## src/rtl/csr_pkg.sv

```systemverilog
// csr_pkg: shared widths, FPU flag address, op and FSM encodings for the CSR sequencer
package csr_pkg;
  localparam int CSR_ADDR_W = 12;
  localparam int CSR_DATA_W = 32;
  localparam logic [11:0] CSR_FFLAGS_ADDR = 12'h001;
  typedef enum logic [1:0] {OP_RW = 2'b00, OP_RS = 2'b01, OP_RC = 2'b10, OP_RD = 2'b11} csr_op_e;
  typedef enum logic [1:0] {S_IDLE, S_READ, S_WRITE, S_RESP} csr_state_e;
endpackage

```

## src/rtl/csr_rr_arbiter.sv

```systemverilog
// csr_rr_arbiter: 2-way round-robin between core (bit 0) and FPU (bit 1)
module csr_rr_arbiter (
  input  logic       CLK,
  input  logic       RESET,
  input  logic       en,
  input  logic [1:0] req,
  output logic [1:0] gnt
);
  logic last_q, last_d;
  // last_q=1 means the FPU was granted last, so the core wins the next tie
  always_comb begin
    gnt = !en ? 2'b00 : (&req) ? (last_q ? 2'b01 : 2'b10) : req;
    last_d = |gnt ? gnt[1] : last_q;
  end
  always_ff @(posedge CLK or negedge RESET)
    if (!RESET) last_q <= 1'b1;
    else last_q <= last_d;
endmodule

```

## src/rtl/csr_access_sequencer.sv

```systemverilog
// csr_access_sequencer: serialises core CSR ops and FPU flag accrual into read-modify-write sequences
module csr_access_sequencer
  import csr_pkg::*;
#(
  parameter int ADDR_W = CSR_ADDR_W,
  parameter int DATA_W = CSR_DATA_W,
  parameter logic [ADDR_W-1:0] FFLAGS_ADDR = ADDR_W'(CSR_FFLAGS_ADDR)
) (
  input  logic              CLK,
  input  logic              RESET,
  input  logic              core_req_valid,
  output logic              core_req_ready,
  input  logic [1:0]        core_req_op,
  input  logic [ADDR_W-1:0] core_req_addr,
  input  logic [DATA_W-1:0] core_req_wdata,
  output logic              core_resp_valid,
  input  logic              core_resp_ready,
  output logic [DATA_W-1:0] core_resp_rdata,
  output logic              core_resp_err,
  input  logic              fpu_acc_valid,
  output logic              fpu_acc_ready,
  input  logic [4:0]        fpu_acc_flags,
  output logic              csr_read_enable,
  output logic [ADDR_W-1:0] csr_read_select,
  input  logic [DATA_W-1:0] csr_read_data,
  output logic              csr_write_enable,
  output logic [ADDR_W-1:0] csr_write_select,
  output logic [DATA_W-1:0] csr_write_data
);
  csr_state_e state_q, state_d;
  csr_op_e op_q, op_d;
  logic fpu_q, fpu_d, re_q, re_d, we_q, we_d, rv_q, rv_d, err_q, err_d;
  logic [ADDR_W-1:0] addr_q, addr_d;
  logic [DATA_W-1:0] wdata_q, wdata_d, old_q, old_d, wr_q, wr_d, new_val;
  logic [1:0] gnt;
  logic noop, illegal;
  csr_rr_arbiter u_arb (
    .CLK  (CLK),
    .RESET(RESET),
    .en   (state_q == S_IDLE && RESET),
    .req  ({fpu_acc_valid, core_req_valid}),
    .gnt  (gnt)
  );
  assign core_req_ready   = gnt[0];
  assign fpu_acc_ready    = gnt[1];
  assign core_resp_valid  = rv_q;
  assign core_resp_rdata  = old_q;
  assign core_resp_err    = err_q;
  assign csr_read_enable  = re_q;
  assign csr_read_select  = addr_q;
  assign csr_write_enable = we_q;
  assign csr_write_select = addr_q;
  assign csr_write_data   = wr_q;
  // FPU accrual is latched as an RS of the flags onto FFLAGS_ADDR and never faults
  always_comb begin
    noop    = op_q == OP_RD || (op_q != OP_RW && wdata_q == '0);
    illegal = !fpu_q && !noop && addr_q[ADDR_W-1 -: 2] == 2'b11;
    new_val = op_q == OP_RW ? wdata_q : op_q == OP_RS ? (csr_read_data | wdata_q) : (csr_read_data & ~wdata_q);
    state_d = state_q;
    op_d    = op_q;
    fpu_d   = fpu_q;
    addr_d  = addr_q;
    wdata_d = wdata_q;
    old_d   = old_q;
    wr_d    = wr_q;
    err_d   = err_q;
    re_d    = 1'b0;
    we_d    = 1'b0;
    if (state_q == S_IDLE && |gnt) begin
      state_d = S_READ;
      fpu_d   = gnt[1];
      op_d    = gnt[1] ? OP_RS : csr_op_e'(core_req_op);
      addr_d  = gnt[1] ? FFLAGS_ADDR : core_req_addr;
      wdata_d = gnt[1] ? DATA_W'(fpu_acc_flags) : core_req_wdata;
      err_d   = 1'b0;
      re_d    = 1'b1;
    end
    if (state_q == S_READ) begin
      state_d = S_WRITE;
      old_d   = csr_read_data;
      wr_d    = new_val;
      we_d    = !noop && !illegal;
      err_d   = illegal;
    end
    if (state_q == S_WRITE) state_d = fpu_q ? S_IDLE : S_RESP;
    if (state_q == S_RESP && core_resp_ready) state_d = S_IDLE;
    rv_d = state_d == S_RESP;
  end
  always_ff @(posedge CLK or negedge RESET) begin
    if (!RESET) begin
      state_q <= S_IDLE;
      op_q    <= OP_RW;
      fpu_q   <= 1'b0;
      addr_q  <= '0;
      wdata_q <= '0;
      old_q   <= '0;
      wr_q    <= '0;
      re_q    <= 1'b0;
      we_q    <= 1'b0;
      rv_q    <= 1'b0;
      err_q   <= 1'b0;
    end else begin
      state_q <= state_d;
      op_q    <= op_d;
      fpu_q   <= fpu_d;
      addr_q  <= addr_d;
      wdata_q <= wdata_d;
      old_q   <= old_d;
      wr_q    <= wr_d;
      re_q    <= re_d;
      we_q    <= we_d;
      rv_q    <= rv_d;
      err_q   <= err_d;
    end
  end
endmodule

```

## config.mk

```make
export PLATFORM = sky130hd
export DESIGN_NAME = csr_access_sequencer
export DESIGN_NICKNAME = d
export VERILOG_FILES = /design/src/rtl/csr_pkg.sv /design/src/rtl/csr_rr_arbiter.sv /design/src/rtl/csr_access_sequencer.sv
export SDC_FILE = /design/constraint.sdc
export NUM_CORES = 1
export LEC_CHECK = 0
export CAP_MARGIN = 20
export CORE_MARGIN = 1
export CORE_UTILIZATION = 49
export DETAILED_ROUTE_END_ITERATION = 16
export GPL_TIMING_DRIVEN = 0
export PLACE_DENSITY_LB_ADDON = 0.25
export SLEW_MARGIN = 20
export SYNTH_ARGS = -nofsm -noshare
export SYNTH_HDL_FRONTEND = slang
export SYNTH_HIERARCHICAL = 1
export SYNTH_SLANG_ARGS = --single-unit
```

## constraint.sdc

```tcl
create_clock -name CLK -period 3.4 [get_ports CLK]
set_clock_uncertainty 0.05 [all_clocks]
set_input_delay 0.51 -clock CLK [delete_from_list [all_inputs] [get_ports CLK]]
set_output_delay 0.51 -clock CLK [all_outputs]
set_load 0.1 [all_outputs]
```

==> flow_metrics.tcl <==
set metrics [dict create \
    status "finished clean" \
    ant_nets 0 \
    end_kind "output pin" \
    synth.distinct_cells 33 \
    critical_path_class "input port to output pin" \
    overflow 0 \
    rows 37 \
    synth.most_common_cell "dfrtp_1" \
    cts_tree "built" \
    drive_gt1_frac 0.251 \
    io_pins 182 \
    crit_chain "dlygate4sd3_1 > buf_6 > and2_1 > nand2_1 > a21oi_1 > clkbuf_2" \
    maxSlewViolCount 0 \
    path_clk_slew_ps 50 \
    synthArstFlopShare 1.00 \
    portBuffers 181 \
    die_h_um 106 \
    syn_area_per_cell_um2 12.6 \
    area_growth_pct 49.6 \
    cp.required_ps 2840 \
    worst_pin_slew_ps 1040 \
    die_w_um 106 \
    initial_utilization 0.507 \
    period_needed_ps 2990 \
    dr.pass1.iters 5 \
    cp_num_buf_inv 3 \
    wl_um 14300 \
    maxSlewHeadroom 0.302 \
    yosysSeqAreaShare 0.562 \
    maxCapViolCount 0 \
    clock_path_buffers 2 \
    max_freq_mhz 334 \
    hold_viol_final 0 \
    yosysTopAreaCell "dfrtp_1" \
    rsz0062_at_grt "false" \
    synth_top_area_frac 0.557 \
    cp-start-kind "input port" \
    synth_top_cells_by_count "dfrtp_1 (117), nand2_1 (73), a22o_1 (40), mux2_2 (32), mux2_4 (32)" \
    crit_slowest_cell "clkbuf_2" \
    vias_per_cell 5.37 \
    h-tree-depth 4 \
    hpwl_um 10100 \
    mappedNetlistArea_um2 5260 \
    syn_nets 504 \
    finalNetCount 707 \
    grt_pass1_vias 4414 \
    cts_setup_buffers 0 \
    netlist_top_cells_area "dfrtp_1 (56%), mux2_4 (9.1%), mux2_2 (6.9%)" \
    synth_edf_count 0 \
    hp-class "flip-flop to flip-flop" \
    arrival_ps 2430 \
    worstPathMaxFanout 5 \
    num_vias 4110 \
    min_period_over_period 0.880 \
    gp_routability_congestion 0.800 \
    ys_warn_count 6 \
    worstSkewPairLatency_ps 510 \
    num_antenna_cells 0 \
    drt_iter0_markers 171 \
    nFillCells 717 \
    setup-tns-final_ps 0 \
    synthesis.instances 416 \
    cp_slowest_stage_delay_ps 550 \
    clock-sinks 118 \
    root_buffer "clkbuf_8" \
    setup_viol 0 \
    cp_top_family "buffers and inverters" \
    cts_made_buffers 17 \
    track_usage 0.274 \
    ys_ff_latch 118 \
    grt_max_degree 69 \
    synth_flop_cell "dfrtp_1" \
    grt_pass1_wl_um 23200 \
    coreArea_um2 10400 \
    wl_per_cell_um 18.6 \
    antenna_found_initial 0 \
    drcViolationCount 0 \
    dieArea_um2 11200 \
]
[cell type report]
| type | instances | area, µm² | area share |
|---|---|---|---|
| Clock inverter | 10 | 105 | 0.0134 |
| Multi-Input combinational cell | 255 | 2000 | 0.254 |
| Inverter | 3 | 11.3 | 0.00143 |
| Tap cell | 136 | 170 | 0.0216 |
| Clock buffer | 20 | 455 | 0.0579 |
| Sequential cell | 118 | 2950 | 0.375 |
| Timing Repair Buffer | 184 | 1880 | 0.238 |
| Buffer | 40 | 302 | 0.0383 |
[stage by stage]
step	cells	hold slack (ps)	area [µm²]	utilization	worst slack [ps]
final	766	436	7870	0.759	407
after global placement	733	412	7240	0.699	-4170
after global routing	766	449	7870	0.759	282
after CTS	766	436	7870	0.759	56.3
after detailed placement	734	420	7270	0.701	-41.8
after floorplan	416	164	5260	-	15.7
[routing by layer]
| layer | up-vias | global-route usage | part of all wire |
|---|---|---|---|
| met1 | 2057 | 0.353 | 0.42 |
| met4 | 0 | 0.0823 | 0.014 |
| li1 | 1874 | - | - |
| met5 | - | 0 | 0 |
| met3 | 15 | 0.0835 | 0.070 |
| met2 | 164 | 0.445 | 0.50 |
[path summary, 6_finish.rpt]
check	cells past startpoint	endpoint	slack [ps]	from
min in group asynchronous	2	u_arb/last_q$_DFFE_PN1P_	510	RESET
worst max register to register	8	wdata_q[29]$_DFFE_PN0P_	1110	state_q[0]$_DFF_PN0_
worst max-delay path	6	core_req_ready	410	RESET
max in group asynchronous	3	wdata_q[18]$_DFFE_PN0P_	2440	RESET
worst min-delay path	2	csr_write_data[30]$_DFFE_PN0P_	440	csr_write_data[30]$_DFFE_PN0P_
worst min register to register	2	csr_write_data[30]$_DFFE_PN0P_	440	csr_write_data[30]$_DFFE_PN0P_
[sequential cells by signal, summed over array words and instances, names as in the netlist]
signal,count
core_resp_rdata,32
csr_read_enable,1
csr_read_select,12
op_q,2
state_q,2
fpu_q,1
csr_write_data,32
csr_write_enable,1
wdata_q,32
u_arb/last_q,1
core_resp_valid,1
core_resp_err,1
[worst register-to-register path: stages, from the launching register on]
cell and delay [ps]:
dfrtp_1 470, nor2_4 190, and2_1 190, nand2_1 110, a21oi_2 140, buf_2 290, o21ai_2 200, buf_2 260
a22o_1 270
[what timing repair did]
item / in CTS / in global routing
hold buffers: 2 / 0
endpoints found under the hold margin: 49 / 0
resized for setup: 1 / 3
pin swaps: 0 / 0
setup endpoints to repair: 1 / 2
[cell families (layout without fill, tap and decap cells)]
logic type,count (synthesis),count (layout),synth area share
muxes,69,69,0.169
and+or+nand+nor,94,94,0.0795
AOI/OAI and AO/OA,92,92,0.130
DFF,118,118,0.562
buffers and inverters,43,257,0.0595
[layout by cell type (no fill, tap or decap), types with 3 or more instances in the layout]
master and instances:
mux2i_1 5, nor4_1 8, o21ai_2 12, clkinv_2 6, clkdlybuf4s50_1 178, o21ai_1 28
buf_2 13, mux2_4 32, nand2_1 73, o22a_1 4, a22o_1 40, dfrtp_1 117
buf_4 16, mux2_2 32, clkbuf_8 4, a21oi_2 3, buf_6 8, a21oi_1 3
clkbuf_16 16
Power is not shown: default switching activity piles up to over one toggle a cycle in this logic, so the estimate is an artifact.
==> RTL edit 1: new RTL, same settings <==
The 4 states of `csr_state_e` get a one-hot encoding in 4 bits.
--- a/src/rtl/csr_pkg.sv
+++ b/src/rtl/csr_pkg.sv
@@ -6,3 +6,3 @@
   typedef enum logic [1:0] {OP_RW = 2'b00, OP_RS = 2'b01, OP_RC = 2'b10, OP_RD = 2'b11} csr_op_e;
-  typedef enum logic [1:0] {S_IDLE, S_READ, S_WRITE, S_RESP} csr_state_e;
+  typedef enum logic [3:0] {S_IDLE = 4'b0001, S_READ = 4'b0010, S_WRITE = 4'b0100, S_RESP = 4'b1000} csr_state_e;
 endpackage
Formal check against the unedited RTL: same outputs for any inputs over 10 cycles, from zero or initial values and one cycle with RESET low; not proved beyond that.
==> RTL edit 1 against the unedited design <==
  * Largest cell class unchanged
  * Setup slack worse by 0.24 ns
  * Routed wire length is 11% higher
  * Register-to-register slack lost 0.24 ns
  * Sequential cell count increased by 2
  * Design area increased by 1.4%
  * Synthesized area increased by 1.7%
  * Synthesized cell count grew 41%
Power is left out: the tool's default activity adds up to more than one toggle a clock period on the data nets, which glitch-free logic cannot reach.
==> RTL edit 1: results (changes against the unedited design) <==
status: "completed"
wl_um: 15800  # +11%
yosys.cell_types.count: 30  # -9.1%
hold_path_class: "reg -> reg"
top_layer: "met4"
viasPerCell: 5.29  # -1.5%
max_stage_delay_ns: 0.60  # +0.05 ns
place_inst: 904  # +23%
cts_buffers: 17  # unchanged
area_growth_pct: 49.2
synth_seq_area_share: 0.562  # about the same
syn_nets: 674  # +34%
fin_nets: 876  # +24%
place_area_um2: 7360  # +1.3%
wl_met2_um: 8190  # +15%
synthFlopType: "dfrtp_1"
synth_area_per_cell_um2: 9.12  # -28%
cts_setup_buffers: 0  # unchanged
grt_max_degree: 72  # +4.3%
cts_root_buf: "clkbuf_8"
synth_area_leaders: "dfrtp_1 (55%), nand2_1 (18%), mux2_2 (6.7%)"
synth_compound_area_frac: 0.0847  # -0.0452
worst_slew_pin_slew_ns: 1.03  # -0.0147 ns
cp_slowest_cell: "clkdlybuf4s15_2"
drtIter0Drc: 266  # +56%
gp_congestion: 0.798  # -0.23%
post-place-ws_ns: 0.116  # +0.158 ns
drt-met1-wl_um: 6110  # +2.5%
grt_pass1_vias: 5093  # +15%
grtUsageMet1: 0.367  # +0.0132
synthMuxAreaShare: 0.0768  # -0.0926
cts_resized: 6  # +5
synthTopCellsByCount: "nand2_1 (250), dfrtp_1 (118), o21ai_0 (39)"
grt_pass1_wl_um: 25500  # +10%
crit_family: "buffers and inverters"
grt_usage: 0.296  # +0.0220
synth_xor_xnor_area_share: 0.00164  # +0.00164
met3_usage: 0.0748  # -0.00869
worstSkewPairLatency_ns: 0.53  # +0.02 ns
use_met2: 0.504  # +0.0592
fillers: 746  # +4.0%
synthAdderAreaFrac: 0  # unchanged
met3RoutedLength_um: 1190  # +19%
wl_per_cell_um: 16.9  # -9.2%
portBuffers: 181  # unchanged
path_max_fanout: 51  # +46
drive_above_1_share: 0.134  # -0.117
hpwlAfterDp_um: 11300  # +12%
arrival_ns: 2.67  # +0.24 ns
detail_route.first_pass.iterations: 5  # unchanged
grt_antenna_before_repair: 0  # unchanged
holdBufCountCts: 1  # -1
[RTL edit 1: cell count changes after synthesis, sizes merged, moves of 6 or more]
cell / unedited run / this run
nand2: 74 / 250
a22o: 40 / 2
a21oi: 6 / 38
mux2: 64 / 32
clkbuf: 2 / 13
o21ai: 40 / 46
[RTL edit 1: area by class of cell]
cell class,instances,area share
flip-flops and latches,120,0.377
well taps,136,0.0213
multi-input cells,414,0.257
inverters,3,0.00141
repair buffers,183,0.231
plain buffers,49,0.0358
clock buffers,22,0.0580
clock inverters,8,0.0182
[RTL edit 1: worst paths after layout]
kind | endpoint | depth (start not counted) | slack, ns | start
setup / recovery | core_req_ready | 6 | 0.17 | RESET
hold / removal | core_resp_rdata[6] | 2 | 0.42 | core_resp_rdata[6]
setup reg to reg | wdata_q[14] | 8 | 0.87 | state_q[0]
hold reg to reg | core_resp_rdata[6] | 2 | 0.42 | core_resp_rdata[6]
max in group asynchronous | csr_write_data[25] | 3 | 2.15 | RESET
min in group asynchronous | core_resp_rdata[14] | 2 | 0.44 | RESET
==> RTL edit 2: new RTL, same flow settings <==
Made on the original files. Change the package constant `CSR_ADDR_W` from 12 to 11.
--- a/src/rtl/csr_pkg.sv
+++ b/src/rtl/csr_pkg.sv
@@ -2,3 +2,3 @@
 package csr_pkg;
-  localparam int CSR_ADDR_W = 12;
+  localparam int CSR_ADDR_W = 11;
   localparam int CSR_DATA_W = 32;
Interface: changed (resized core_req_addr, csr_read_select and csr_write_select); port bits go from 182 to 179. No check against the original RTL was run, so the function may have changed too.
==> RTL edit 2 against the unedited design <==
  * Design area barely moved
  * Setup slack worse by 0.21 ns
  * Utilization grew 0.29 points
  * Synthesized area fell by 0.71%
  * Critical path type unchanged
  * Sequential share of layout area fell by 0.29 points
  * Die area shrank 0.70%
  * Routed wire length shrank 0.11%
  * First-iteration DRC count up 27%
  * Maximum frequency decreased by 6.6%
  * Sequential cell count decreased by 1
Power is left out: the tool's default activity adds up to more than one toggle a clock period on the data nets, which glitch-free logic cannot reach.
==> RTL edit 2: results (changes against the unedited design) <==
status: "completed"
reg2reg_to: "wdata_q[28]"
portBuffers: 178  # -1.7%
met3_usage: 0.0884  # +0.00495
synth_area_leaders: "dfrtp_1 (56%), mux2_4 (9.2%), mux2_2 (6.9%)"
grt_usage: 0.272  # -0.00178
grtUsageMet1: 0.341  # -0.0127
min_from: "csr_write_data[2]"
max_stage_delay_ns: 0.64  # +0.09 ns
cp_slowest_cell: "clkdlybuf4s15_2"
fin_hold_ws_ns: 0.425  # -0.0114 ns
grt_pass1_vias: 4256  # -3.6%
drtIter0Drc: 218  # +27%
met3RoutedLength_um: 977  # -1.9%
worstRegToRegCells: 7  # -1
yosys.cell_types.count: 34  # +3.0%
drt-met1-wl_um: 5940  # -0.27%
arrival_ns: 2.65  # +0.22 ns
synth_seq_area_share: 0.561  # -0.000754
wl_per_cell_um: 18.7  # +0.15%
fillers: 661  # -7.8%
detail_route.first_pass.iterations: 4  # -1
path_max_fanout: 5  # unchanged
hpwlAfterDp_um: 9910  # -2.2%
min_to: "csr_write_data[2]"
use_met2: 0.451  # +0.00611
slew_headroom: 0.323  # +0.0202
synthTopCellsByCount: "dfrtp_1 (116), nand2_1 (73), a22o_1 (39)"
grt_antenna_before_repair: 0  # unchanged
post-place-ws_ns: -0.448  # -0.406 ns
async_reset_ff_frac: 1.00  # unchanged
drive_above_1_share: 0.252  # +0.000799
fin_nets: 702  # -0.71%
syn_nets: 500  # -0.79%
gp_congestion: 0.800  # about the same
grt_pass1_wl_um: 22500  # -2.7%
reg2reg_setup_slack_ns: 1.00  # -0.11 ns
wl_met2_um: 7170  # +0.80%
RTL edit 2: changes by cell type after synthesis:
| cell | unedited run | this run |
|---|---|---|
| a22o_1 | 40 | 39 |
| buf_1 | 0 | 1 |
| buf_2 | 13 | 12 |
| buf_4 | 16 | 15 |
| buf_8 | 2 | 3 |
| clkbuf_1 | 2 | 1 |
| dfrtp_1 | 117 | 116 |
| nor2_1 | 0 | 1 |
| nor2_2 | 1 | 0 |
| o21ai_1 | 28 | 29 |
| o21ai_2 | 12 | 11 |
RTL edit 2: final cells by class:
cell class	instances	area [um2]	area share
Tap cell	136	170	0.0216
Clock buffer	19	432	0.0549
Sequential cell	117	2930	0.372
Timing Repair Buffer	183	1900	0.242
Multi-Input combinational cell	254	1980	0.252
Clock inverter	13	134	0.0170
Buffer	39	304	0.0387
Inverter	3	11.3	0.00143
RTL edit 2: repair_timing:
item	4_1_cts	5_1_grt
hold buffers	4	0
resized for setup	4	0
endpoints found under the hold margin	55	0
setup endpoints to repair	2	0
RTL edit 2: metrics by stage:
stage / cell area, um2 / instances / TNS [ns]
after CTS: 7860 / 764 / 0
after floorplan: 5230 / 413 / 0
final: 7860 / 764 / 0
after global placement: 7180 / 727 / -469.71
after detailed placement: 7210 / 728 / -0.528
after global routing: 7860 / 764 / 0
RTL edit 2: kinds of logic (layout without fill, tap and decap cells):
| logic type | after synthesis | in the layout | synth area share |
|---|---|---|---|
| AND/OR/NAND/NOR | 94 | 94 | 0.0796 |
| AO/OA/AOI/OAI | 91 | 91 | 0.128 |
| flip-flops | 117 | 117 | 0.561 |
| buffers and inverters | 42 | 257 | 0.0604 |
| multiplexers | 69 | 69 | 0.171 |
